`src/rtl/fifo_rd_stream.sv`:
```
// Read-domain egress adapter: credit-gated r_en into a 3-entry skid buffer, plus registered fill level.
// Optional accepted-word counter is built when FIFO_RD_STREAM_CNT_EN is defined.
module fifo_rd_stream #(
  parameter int DATA_WIDTH    = 8,
  parameter int PTR_WIDTH     = 3,
  parameter int AEMPTY_THRESH = 1
) (
  input  logic                  clk_r,
  input  logic                  arst,
  input  logic                  empty,
  input  logic [PTR_WIDTH:0]    g_wptr_sync,
  input  logic [PTR_WIDTH:0]    b_rptr,
  output logic                  r_en,
  input  logic [DATA_WIDTH-1:0] r_data,
  output logic                  m_valid,
  input  logic                  m_ready,
  output logic [DATA_WIDTH-1:0] m_data,
  output logic [PTR_WIDTH:0]    rd_level,
  output logic                  almost_empty,
  output logic [15:0]           rd_count
);

  localparam logic [PTR_WIDTH:0] AE_TH = AEMPTY_THRESH[PTR_WIDTH:0];

  logic [1:0]                  occ, head, tail;
  logic                        inflight;
  logic [2:0][DATA_WIDTH-1:0]  buf_q;
  logic                        push, pop;
  logic [PTR_WIDTH:0]          bin_wptr, level_nxt;

  function automatic logic [1:0] nxt_idx(input logic [1:0] i);
    return (i == 2'd2) ? 2'd0 : i + 2'd1;
  endfunction

  // Credit counts the word still in the memory pipe, so a push can never find the buffer full.
  assign r_en    = !arst && !empty && (({1'b0, occ} + {2'b0, inflight}) < 3'd3);
  assign m_valid = !arst && (occ != 2'd0);
  assign m_data  = buf_q[head];
  assign push    = inflight;
  assign pop     = m_valid && m_ready;

  always_ff @(posedge clk_r) begin
    if (arst) begin
      occ      <= 2'd0;
      head     <= 2'd0;
      tail     <= 2'd0;
      inflight <= 1'b0;
      buf_q    <= '0;
    end else begin
      inflight <= r_en;
      if (push) begin
        buf_q[tail] <= r_data;
        tail        <= nxt_idx(tail);
      end
      if (pop) head <= nxt_idx(head);
      case ({push, pop})
        2'b10:   occ <= occ + 2'd1;
        2'b01:   occ <= occ - 2'd1;
        default: occ <= occ;
      endcase
    end
  end

  // Gray to binary: each bit is the XOR of all Gray bits at and above it.
  always_comb begin
    bin_wptr[PTR_WIDTH] = g_wptr_sync[PTR_WIDTH];
    for (int i = PTR_WIDTH - 1; i >= 0; i--)
      bin_wptr[i] = bin_wptr[i+1] ^ g_wptr_sync[i];
  end

  assign level_nxt = bin_wptr - b_rptr;

  always_ff @(posedge clk_r) begin
    if (arst) begin
      rd_level     <= '0;
      almost_empty <= 1'b1;
    end else begin
      rd_level     <= level_nxt;
      almost_empty <= (level_nxt <= AE_TH);
    end
  end

`ifdef FIFO_RD_STREAM_CNT_EN
  logic [15:0] cnt_q;

  always_ff @(posedge clk_r) begin
    if (arst)     cnt_q <= 16'd0;
    else if (pop) cnt_q <= cnt_q + 16'd1;
  end

  assign rd_count = cnt_q;
`else
  assign rd_count = 16'd0;
`endif

endmodule

```
`config.mk`:
```
export PLATFORM = sky130hd
export DESIGN_NAME = fifo_rd_stream
export DESIGN_NICKNAME = d
export VERILOG_FILES = /design/src/rtl/fifo_rd_stream.sv
export SDC_FILE = /design/constraint.sdc
export NUM_CORES = 1
export LEC_CHECK = 0
export BUFFER_PORTS_ARGS = -buffer_cell sky130_fd_sc_hd__buf_2
export CORE_MARGIN = 2
export CORE_UTILIZATION = 55
export CTS_CLUSTER_DIAMETER = 80
export DETAILED_ROUTE_END_ITERATION = 8
export PLACE_DENSITY_LB_ADDON = 0.05
export SLEW_MARGIN = 0
export SYNTH_ARGS = -nofsm -noshare
export SYNTH_HDL_FRONTEND = slang
export SYNTH_SLANG_ARGS = --single-unit
```
`constraint.sdc`:
```
create_clock -name clk_r -period 4.9 [get_ports clk_r]
set_input_delay 0.98 -clock clk_r [delete_from_list [all_inputs] [get_ports clk_r]]
set_output_delay 0.98 -clock clk_r [all_outputs]
set_load 0.1 [all_outputs]
```
Yosys cells after proc, flatten, opt, wreduce, memory -nomap -nowiden --
Cells that the tools add are included.
Word-level totals: bits in registers 36, input port bits 20, output and inout port bits 31, logic and storage cells 44
Operators by class: add/sub/neg operators 6, magnitude comparators 5, equal/unequal tests 4, multiplexer cells 8, bitwise gates (word level) 3, reduce and logical (&&, ||, !) cells 9
Operators by type and width (number):
- $bwmux W24 | 1
- $bmux W8 S2 | 1
- $demux W8 S2 | 1
- $mux W8 | 2
- $add A2 B1 Y2 const B | 3
- $eq A2 B2 Y1 const B | 3
- $lt A2 B3 Y1 const B | 2
- $logic_and A1 B1 Y1 | 5
- $le A4 B1 Y1 const B | 1
- $mux W2 | 2
- $pmux W2 S2 | 1
- $reduce_bool A2 Y1 | 2
- $sub A4 B4 Y4 | 1
- $add A2 B1 Y3 | 1
- $lt A3 B2 Y1 const B | 1
- $xor A1 B1 Y1 | 3
- $eq A2 B1 Y1 const B | 1
- $ge A2 B1 Y1 const B | 1
- $logic_not A1 Y1 | 2
- $sub A2 B1 Y2 const B | 1

Depth between registers and ports, before layout --
depth after elaboration 5, gate-level depth with buffers 8, mapped depth without buffers 8

Worst setup path before layout --
No wires, ideal clock.
kind input port to output port, start point in arst, end point out r_en, data arrival time 5.801 ns, data required time 3.920 ns, slack -1.881 ns, stages on the path 2, buffers on the path 1, cells stage by stage clkbuf_8 -> a2111oi_0
On the way: word-level cells in the longest chain between the ends 3
RTL lines:
- start: declaration | RTL line 9 | input logic arst,
- $logic_not A1 Y1 | RTL line 36 | assign r_en = !arst && !empty && (({1'b0, occ} + {2'b0, inflight}) < 3'd3);
- $logic_and A1 B1 Y1 (2 in a row) | RTL line 36
- end: declaration | RTL line 13 | output logic r_en,
No other way between the ends.

Final worst setup path --
start point reg head[0], end point out m_data[0]
On the way: word-level cells in the longest chain between the ends 2
RTL lines:
- start: declaration | RTL line 25 | logic [1:0] occ, head, tail;
- start signal: assignment | RTL line 55 | if (pop) head <= nxt_idx(head);
- $bmux W8 S2 | RTL line 38 | assign m_data = buf_q[head];
- $mux W8 (implied by the code) | RTL line 38
- end: declaration | RTL line 17 | output logic [DATA_WIDTH-1:0] m_data,
No other way between the ends. The select of a mux whose other input is x is not followed.

==> metrics.csv <==
metric,value,unit
Vias,1300,
final setup margin,1681,ps
share of cells above drive strength 1,20.28,%
PostCTS Resize Cnt,0,
critical path peak fanout,12,
FP Rows,20,
Rel. slew slack,54.33,%
Synth Cell Area,1755,µm²
yosys warns,0,
GRT overflow,0,
CP Launch Point,head[0]$_SDFFE_PP0P_,
drt total wl,3186,µm
most frequent cell after synthesis,dfxtp_1,
WP data arrival,2240,ps
Main synth FF type,dfxtp_1,
required time of the worst setup path,3920,ps
cts bufs inserted,5,
CTS tree,yes,
PwrDens,387.0,nW/µm²
initial antenna violation count,0,
Setup Skew,4.096,ps
clock buffer depth,2,
die area,3660,µm²
Synth top cells by count,"36 x dfxtp_1, 32 x mux2i_1, 30 x nor2_1",
syn_area_per_cell,9.438,µm²
period utilisation layout,65.68,%
Inserted Diodes,0,
CTS sink count,36,
DR pass1 iterations,4,
DPL Wire Length,2301,µm
Worst Setup End Kind,output port,
Slew @ Worst Pin,683.7,ps
Gate Count Post-Synth,186,
Layout area overhead,10.05,%
post-route setup TNS,0,ps
max-cap violations,0,
HP Start,buf_q[1]$_SDFFE_PP0P_,
RSZ-0062 raised after global routing,no,
routed vias/inst,4.981,
Die Ht,60.50,µm
sequential-to-total area share from yosys stat,41.05,%
clock root buffer,clkbuf_4,
count of unique library cells instantiated by Yosys,29,
post-detailed-route DRC marker count,0,
flop2flop setup slack,3320,ps
die width,60.50,µm
hold depth,2,
Storage cell area,720.7,µm²
worst hold path type,register to register,
minimum clock period,3219,ps
final std cells w/o fill,261,
Worst R2R End,head[1]$_SDFFE_PP0P_,
area of the multi-input gates,890.9,µm²
vias in the first global route,1235,
# port buffers,34,
R2R depth,3,
Placer Congestion,0.8016,
Worst Hold Path EP,buf_q[1]$_SDFFE_PP0P_,
global-route wire length before repair,5388,µm
Leakage,0.9569,nW
post-synth top area share,41.05,%
Critical Path Source Type,register,
violation count after the first detailed-route iteration,46,
Post-synth EDFFs,0,
Crit Path Class,register to output port,
Fin. Hold Viols,0,
filler cell count in the final layout,286,
synth top area cells,"dfxtp_1 41%, mux2i_1 18%, buf_4 7.3%",
Initial Utilization,57.50,%
post-synth top area cell,dfxtp_1,
largest net degree at the start of global routing,39,
Peak VDD IR,0.2274,mV
nets,244,
Post-CTS Setup Inserts,0,
I/O pin count,51,
Peak Freq,310.7,MHz
dpl cells,254,
outcome,finished clean,
# setup viols final,0,
post-DR wirelength/cell,12.21,µm
Final ANT Viol Nets,0,
worst-skew pair later-pin latency,330,ps
H-Tree Depth,2,
hold_buf cts,0,
GRT Total Usage,20.21,%
clock slew at reported path FFs,100,ps
R2R Path Start,head[0]$_SDFFE_PP0P_,
"FFs w/ async S/R, synth",0,%
"FF+latch count, synth",36,
core area,3053,µm²
max-slew violations,0,
pre-CTS WS,1769,ps
-- flip-flops by register name (all words and copies together), names as in the netlist --
register,count
head,2
tail,2
almost_empty,1
inflight,1
buf_q,24
occ,2
rd_level,4
-- where the power goes --
part | internal, mW | switching, mW
logic | 0.0465 | 0.205
registers | 0.311 | 0.0113
clock network | 0.0813 | 0.0926
total | 0.439 | 0.309
-- critical path: stages (launching register included) --
cell     delay (ps)
dfxtp_1         590
nor2b_1         620
nand2_1         100
o21ai_0         120
buf_2           470
-- worst max-delay path by stage --
stage                      endpoint  depth (start not counted)
after detailed placement    m_valid                          4
after global routing      m_data[4]                          4
after global placement      m_valid                          4
after CTS                 m_data[0]                          4
after floorplan                r_en                          2
final                     m_data[0]                          4
-- per-stage QoR --
stage	cell area [µm²]	power [mW]	util [%]	hold WS, ps
after CTS	1932	0.7586	63.28	507.2
after detailed placement	1867	0.5813	61.15	485.9
after global placement	1867	0.5755	61.15	472.8
after global routing	1932	0.7863	63.28	536.8
final	1932	0.7477	63.28	506.8
after floorplan	1818	0.5560	-	459.6
-- final cells by class --
| cell class | instances | area share [%] |
|---|---|---|
| multi-input cells | 133 | 46.11 |
| clock buffers | 7 | 3.368 |
| inverters | 6 | 1.166 |
| repair buffers | 35 | 9.197 |
| well taps | 44 | 2.850 |
| flip-flops and latches | 36 | 37.31 |
-- placed cells by master, fill, tap and decap left out, types with 2 or more instances in the layout --
cell       n
inv_1      6
clkbuf_8   2
nor2_1    30
xor2_1     4
mux2i_1   32
o21ai_0   10
a21oi_1    6
dfxtp_1   36
clkbuf_4   5
buf_2     34
ha_1       6
nand2_1   10
conb_1    16
xnor2_1    3
nand3b_1   3
-- cell families after synthesis --
| family | share of synthesized area [%] |
|---|---|
| xor gates and xnor gates | 3.493 |
| and+or+nand+nor | 12.76 |
| muxes | 18.25 |
| other | 0.2136 |
| DFF | 41.05 |
| buffers and inverters | 11.76 |
| adders and majority gates | 5.417 |
| AOI/OAI and AO/OA | 7.057 |
-- layer usage --
metal  vias up  track usage [%]  routed length (µm)
li1        650                -                   -
met1       615            23.04                1410
met2        33            35.56                1607
met3         2            7.036                 158
met4         0            6.522                  10
met5         -                0                   0
(Power assumes the default switching activity.)
